## src/rtl/de4_sopc_timing_adapter_rl1_to_rl0.sv

```systemverilog
// Avalon-ST timing adapter: ready-latency-1 sink to ready-latency-0 source.
// A show-ahead FIFO with a look-ahead registered in_ready absorbs the beat that may follow in_ready falling.
module de4_sopc_timing_adapter_rl1_to_rl0 #(
    parameter int unsigned DATA_W  = 32,
    parameter int unsigned ERROR_W = 6,
    parameter int unsigned EMPTY_W = 2,
    parameter int unsigned DEPTH   = 4
) (
    input  logic               clk,
    input  logic               reset,
    output logic               in_ready,
    input  logic               in_valid,
    input  logic [DATA_W-1:0]  in_data,
    input  logic [ERROR_W-1:0] in_error,
    input  logic               in_startofpacket,
    input  logic               in_endofpacket,
    input  logic [EMPTY_W-1:0] in_empty,
    input  logic               out_ready,
    output logic               out_valid,
    output logic [DATA_W-1:0]  out_data,
    output logic [ERROR_W-1:0] out_error,
    output logic               out_startofpacket,
    output logic               out_endofpacket,
    output logic [EMPTY_W-1:0] out_empty
);
    localparam int unsigned PAYLOAD_W = DATA_W + ERROR_W + EMPTY_W + 2;
    localparam int unsigned PTR_W     = $clog2(DEPTH);
    localparam int unsigned CNT_W     = PTR_W + 1;
    localparam int unsigned SUM_W     = CNT_W + 1;

    logic [PAYLOAD_W-1:0] mem_q [DEPTH];
    logic [PTR_W-1:0]     wr_ptr_q, wr_ptr_d;
    logic [PTR_W-1:0]     rd_ptr_q, rd_ptr_d;
    logic [CNT_W-1:0]     count_q, count_d;
    logic                 in_ready_q, in_ready_d;
    logic                 in_ready_dly_q;
    logic                 wr_en;
    logic                 rd_en;
    logic [PAYLOAD_W-1:0] in_payload;
    logic [PAYLOAD_W-1:0] out_payload;

    assign in_payload = {in_data, in_error, in_startofpacket, in_endofpacket, in_empty};
    assign wr_en      = in_valid && in_ready_dly_q;
    assign out_valid  = (count_q != '0);
    assign rd_en      = out_valid && out_ready;
    assign in_ready   = in_ready_q;

    // Next-state: pointers, occupancy, and in_ready holding a slot for the beat it may still admit.
    always_comb begin
        wr_ptr_d   = wr_ptr_q;
        rd_ptr_d   = rd_ptr_q;
        count_d    = count_q;
        if (wr_en) begin
            wr_ptr_d = wr_ptr_q + PTR_W'(1);
        end
        if (rd_en) begin
            rd_ptr_d = rd_ptr_q + PTR_W'(1);
        end
        case ({wr_en, rd_en})
            2'b10:   count_d = count_q + CNT_W'(1);
            2'b01:   count_d = count_q - CNT_W'(1);
            default: count_d = count_q;
        endcase
        in_ready_d = (SUM_W'(count_d) + SUM_W'(in_ready_q)) < SUM_W'(DEPTH);
    end

    always_ff @(posedge clk) begin
        if (reset) begin
            wr_ptr_q       <= '0;
            rd_ptr_q       <= '0;
            count_q        <= '0;
            in_ready_q     <= 1'b0;
            in_ready_dly_q <= 1'b0;
        end else begin
            wr_ptr_q       <= wr_ptr_d;
            rd_ptr_q       <= rd_ptr_d;
            count_q        <= count_d;
            in_ready_q     <= in_ready_d;
            in_ready_dly_q <= in_ready_q;
        end
    end

    // Payload storage is not reset; stale contents are hidden by out_valid.
    always_ff @(posedge clk) begin
        if (wr_en) begin
            mem_q[wr_ptr_q] <= in_payload;
        end
    end

    assign out_payload = mem_q[rd_ptr_q];
    assign {out_data, out_error, out_startofpacket, out_endofpacket, out_empty} = out_payload;

endmodule

```

## config.mk

```make
export PLATFORM = sky130hd
export DESIGN_NAME = de4_sopc_timing_adapter_rl1_to_rl0
export DESIGN_NICKNAME = d
export VERILOG_FILES = /design/src/rtl/de4_sopc_timing_adapter_rl1_to_rl0.sv
export SDC_FILE = /design/constraint.sdc
export NUM_CORES = 1
export LEC_CHECK = 0
export CORE_AREA = 2 2 113 115
export CTS_BUF_LIST = sky130_fd_sc_hd__clkbuf_8
export DETAILED_ROUTE_END_ITERATION = 8
export DIE_AREA = 0 0 115 117
export DONT_BUFFER_PORTS = 1
export PLACE_DENSITY = 0.77
export SLEW_MARGIN = 0
export SYNTH_ARGS = -nofsm -noshare
export SYNTH_HDL_FRONTEND = slang
export SYNTH_SLANG_ARGS = --single-unit
```

## constraint.sdc

```tcl
create_clock -name clk -period 2.3 [get_ports clk]
set_clock_uncertainty 0.15 [all_clocks]
set_input_delay 0.345 -clock clk [delete_from_list [all_inputs] [get_ports clk]]
set_output_delay 0.345 -clock clk [all_outputs]
set_load 0.02 [all_outputs]
```

Word-level counts from Yosys, hierarchy flattened:

Memory sizes are Yosys's and may differ from the RTL's. A register that Yosys moved wholly into a read port is not among the register bits.
Cells that the tools add are included.

* add/sub/neg operators: 5
* $lt $le $gt $ge: 1
* eq/ne operators: 2
* mux-type cells: 5
* reduce and logical (&&, ||, !) cells: 3

Operators by type and width (number)
* 3-bit case mux with 2 select lines: 1
* 2-bit by 1-bit adder with 2-bit output, second input constant: 2
* 3-bit by 1-bit adder with 4-bit output: 1
* 4-bit by 3-bit less-than comparator with 1-bit output, second input constant: 1
* 2-bit 2-to-1 mux: 2
* 3-bit by 1-bit adder with 3-bit output, second input constant: 1
* 3-bit nonzero test: 1
* 3-bit by 1-bit subtractor with 3-bit output, second input constant: 1
* 2-bit by 1-bit == test with 1-bit output, second input constant: 1
* 2-bit == test, second input constant: 1
* 1-bit logical AND: 2
* 1-bit 2-to-1 mux: 2

* flip-flop bits (word level): 9
* memory bits (writable): 168
* logic and storage cells: 22
* memories kept: 1

Memory list
* mem_q: depth 4, bits a word 42, read ports 1, clocked after memory_dff 1, wr ports 1, line 31 `logic [PAYLOAD_W-1:0] mem_q [DEPTH];`

Longest topological paths before layout:

* depth in word-level cells: 6
* gate-level depth with buffers: 7
* depth with buffers taken out: 7

Least setup slack after synthesis:

OpenSTA, ideal clock, no wires.

* path kind: register to register
* start point: register wr_ptr_q[0]
* end point: memory mem_q[2][0] (netlist bit), enable pin
* setup time: 0.404 ns
* data arrival time: 1.608 ns
* data required time: 1.746 ns
* path slack: 0.138 ns
* stages on the path, launching flop included: 4
* clock period less this slack: 2.162 ns
* path through: dfxtp_1 inv_1 ha_1 and3_1

RTL lines
* start, declared: line 32 `logic [PTR_W-1:0] wr_ptr_q, wr_ptr_d;`
* start signal, assigned: line 75 `wr_ptr_q <= wr_ptr_d;`
* end, declared: line 31

No word-level cell before the write port.

Final worst setup path:

* start point: register count_q[1]
* end point: register in_ready_q, in the netlist in_ready

* longest elaborated chain between the ends: 6
* elaborated cells between the ends (all ways): 9
* classes of those cells: add/sub (3); order compare (1); eq/ne (2); mux (1); reduce/logical (2)

RTL lines
* start, declared: line 34 `logic [CNT_W-1:0] count_q, count_d;`
* start signal, assigned: line 77 `count_q <= count_d;`
* 3-bit nonzero test (*): line 44 `assign out_valid = (count_q != '0);`
* 1-bit logical AND (*): line 45 `assign rd_en = out_valid && out_ready;`
* via rd_en: line 38 `logic rd_en;`
* 2-bit by 1-bit == test with 1-bit output / 2-bit == test (equally long branches): line 59 `case ({wr_en, rd_en})`
* 3-bit case mux with 2 select lines (*): line 59
* 3-bit by 1-bit adder with 4-bit output (*): line 64 `in_ready_d = (SUM_W'(count_d) + SUM_W'(in_ready_q)) < SUM_W'(DEPTH);`
* 4-bit by 3-bit less-than comparator with 1-bit output (*): line 64
* end signal, assigned: line 78 `in_ready_q <= in_ready_d;`
* end, declared: line 35 `logic in_ready_q, in_ready_d;`

The timed path passes the listed nets; every way through them passes the cells marked *.
A chain may end at the register's enable or synchronous reset.

==> key figures <==
Synth
  – Most common flop cell mapped by yosys: edfxtp_1
  – Post-synthesis mux area share: 14.4%
  – Post-synth top cells: edfxtp_1, mux4_2, dfxtp_1
  – Synth top area cells: edfxtp_1, mux4_2, dfxtp_1
  – #FFs+latches synth: between 150 and 200
  – Count leader, synth: edfxtp_1
  – Post-Syn Instances: 275
  – Synth Warn #: 0
  – Largest family of logic cells by synthesized area: multiplexers
  – Area leader, netlist: edfxtp_1
  – Synth Area in Simple Gates: 1.57%
  – Post-Syn Area: 6630 um2
  – Post-synthesis compound-gate area fraction: less than 1%
  – Seq/Total Area, Yosys: 79.4%
  – XOR/XNOR Fraction of Synth Area: 0.661%
  – Avg Inst Size Synth: 24.1 um2
  – Cell variety after synth: 25
  – Post-synth EDFFs: 168
  – Syn nets: 327
  – Synth top area share: around three quarters
  – Adder and majority gate portion of the synthesized area: approximately 1.2%
  – Post-synth ARST share: 0%

Floorplan
  – Core area: 12300 um2
  – Row count: 41
  – Chip width: 115 um
  – Initial core utilization: 53.8%
  – Io pins: 90
  – Die H: between 100 and 150 um
  – Die area: 13500 um2

Finish
  – Register Area: between 5000 and 6000 um2
  – Net count, final: 394
  – Layout area overhead: 16.8%
  – Multi-input gate area: 1240 um2
  – Layout cells sized above 1: a little over a quarter
  – # fillers: about 850
  – Layout Cells excl Fill: 506
  – Final instance area: 7740 um2

Clocking
  – TritonCTS Sinks: 179
  – TritonCTS clock tree: built
  – Bufs on Longest Clock Path: 2
  – H-Tree Depth: 4
  – Num CTS Buffers: 17
  – Skew-Pair Late Insertion Delay: about 0.44 ns
  – Clock root cell: clkbuf_8
  – Clock slew at reported path FFs: approximately 0.08 ns

GRT
  – First-pass GRT wire length: roughly 17 mm
  – Antenna violations before repair: 1
  – Largest net degree at the start of global routing: 25
  – Total Routing Usage GR: 17.4%
  – Grt total ovfl: 0
  – Vias in the first global route: 3029

Place
  – Placer's final routability congestion estimate: 0.747
  – Cells after DPL: 426
  – Number of port buffers: 0
  – Placed instance area: 6850 um2
  – DP Wirelength: 6.58 mm

Setup path
  – CP required: 2.49 ns
  – Crit path kind: reg2reg
  – CP max FO: 6
  – Slowest cell on the critical path: fa_1
  – CP endpoint kind: register
  – CP peak stage delay: 0.45 ns
  – CP startpoint kind: register
  – Worst-path cell chain: o31a_1 -> ha_1 -> inv_1 -> fa_1 -> nor3_2 -> o21ai_0 -> and4b_1
  – Arr. time, crit path: 2.39 ns

Pwr
  – Pint: 0.00536 W
  – Clock power frac: 30.1%
  – Switching share of total power: 24.9%
  – Power Density: 923 nW/um2
  – Switch Pwr: around 0.0018 W
  – Peak VDD IR: 0.000637 V
  – Pleak: around 2.4 nW
  – Seq pwr share: 52.5%
  – Combinational Power Share: 17.4%

Job
  – Max Cap Viol: 0

Route
  – Wirelength per Cell: 21.4 um
  – Antenna-violating nets left: 0
  – Initial DRC count: 172
  – Post-Route WL: 10.8 mm
  – Drt first pass iters: 4
  – DRC: 0
  – Vias/cell: 5.65
  – Vias: 2857

STA
  – Max transition margin: 70.6%
  – Slew @ Worst Pin: 0.436 ns
  – Final Max Tran Viols: 0
  – Endpoints failing setup: 0
  – Hold Fails Final Rpt: 0
  – Fin crit share: 95.6%
  – Final critical-path required period: 2.20 ns
  – Unrepaired setup endpoints after global routing: no
  – Max Clock Freq: 0.455 GHz
  – Setup TNS: 0 ns

Worst hold path
  – Worst hold path type: in2reg

Run status
  – Status: completed
worst max-delay path: cells and delay by family, from the launching register on:
kind            cells  cell delay (ns)
fa+ha+maj           2             0.67
compound gates      2             0.42
simple gates        2             0.42
flops               1             0.35
buf+inv             1             0.07
metrics by stage:
stage | hold WS (ns) | util [%] | power (W) | setup WS (ns)
after floorplan | 0.294 | - | 0.00484 | 0.138
final | 0.121 | 62.9 | 0.00714 | 0.102
after CTS | 0.0808 | 62.7 | 0.00721 | 0.0355
after detailed placement | 0.267 | 55.6 | 0.00496 | 0.0689
after global placement | 0.267 | 55.6 | 0.00492 | 0.194
after global routing | 0.140 | 62.9 | 0.00742 | 0.0155
path summary, 6_finish.rpt:
kind / cells after the start / start / end / slack, ns
setup / recovery: 7 / count_q[1] / in_ready / 0.10
hold / removal: 3 / out_ready / rd_ptr_q[1] / 0.12
setup reg to reg: 7 / count_q[1] / in_ready / 0.10
hold reg to reg: 2 / wr_ptr_q[1] / wr_ptr_q[1] / 0.37
layout make-up:
cell class	instances	share of cell area, %
clock buffer	20	3.56
inverter	5	0.242
timing repair buffer	59	7.79
sequential	179	68.2
antenna	1	0.0323
clock inverter	12	1.83
multi-input combinational	80	16.0
tap	150	2.42
registers in the layout, indices dropped and copies added (netlist names), named ones only:
| signal | count |
|---|---|
| count_q | 3 |
| in_ready | 1 |
| in_ready_dly_q | 1 |
| mem_q | 168 |
| rd_ptr_q | 2 |
| wr_ptr_q | 2 |
metal layers:
metal	vias to the layer above	GRT usage, %	wire length [um]
li1	1284	-	-
met1	1486	21.3	4420
met2	70	28.5	5610
met3	17	6.80	631
met4	0	6.67	164
met5	-	0	0
layout by cell type, fill, tap and decap left out, types with 3 or more instances in the layout:
cell type / n
dfxtp_1: 7
xor2_1: 3
dlygate4sd3_1: 44
ha_1: 5
and3_2: 4
buf_12: 4
buf_4: 11
nor2_1: 7
a21oi_1: 3
clkinvlp_4: 4
edfxtp_1: 168
mux4_2: 40
clkbuf_8: 20
inv_1: 8
bufinv_16: 3
what timing repair did:
action / in CTS / in global routing
gates resized for setup: 0 / 4
endpoints found under the setup margin: 33 / 3
endpoints found under the hold margin: 179 / 0
pin swaps: 0 / 1
setup buffers: 2 / 1
hold buffers: 44 / 0
cells by family after synthesis:
family / count (synthesis)
AOI/OAI and AO/OA: 7
xor gates and xnor gates: 5
adders and majority gates: 6
buffers and inverters: 16
DFF: 179
muxes: 42
and+or+nand+nor: 20
power groups by stage:
stage                     sequential (W)  clock, W  combinational [W]
final                            0.00375   0.00215            0.00124
after global routing             0.00376   0.00232            0.00133
after CTS                        0.00374   0.00222            0.00125
after detailed placement         0.00386         0            0.00110
after global placement           0.00385         0            0.00108
after floorplan                  0.00378         0            0.00106
Note: power is estimated with default switching activity, not from simulation.
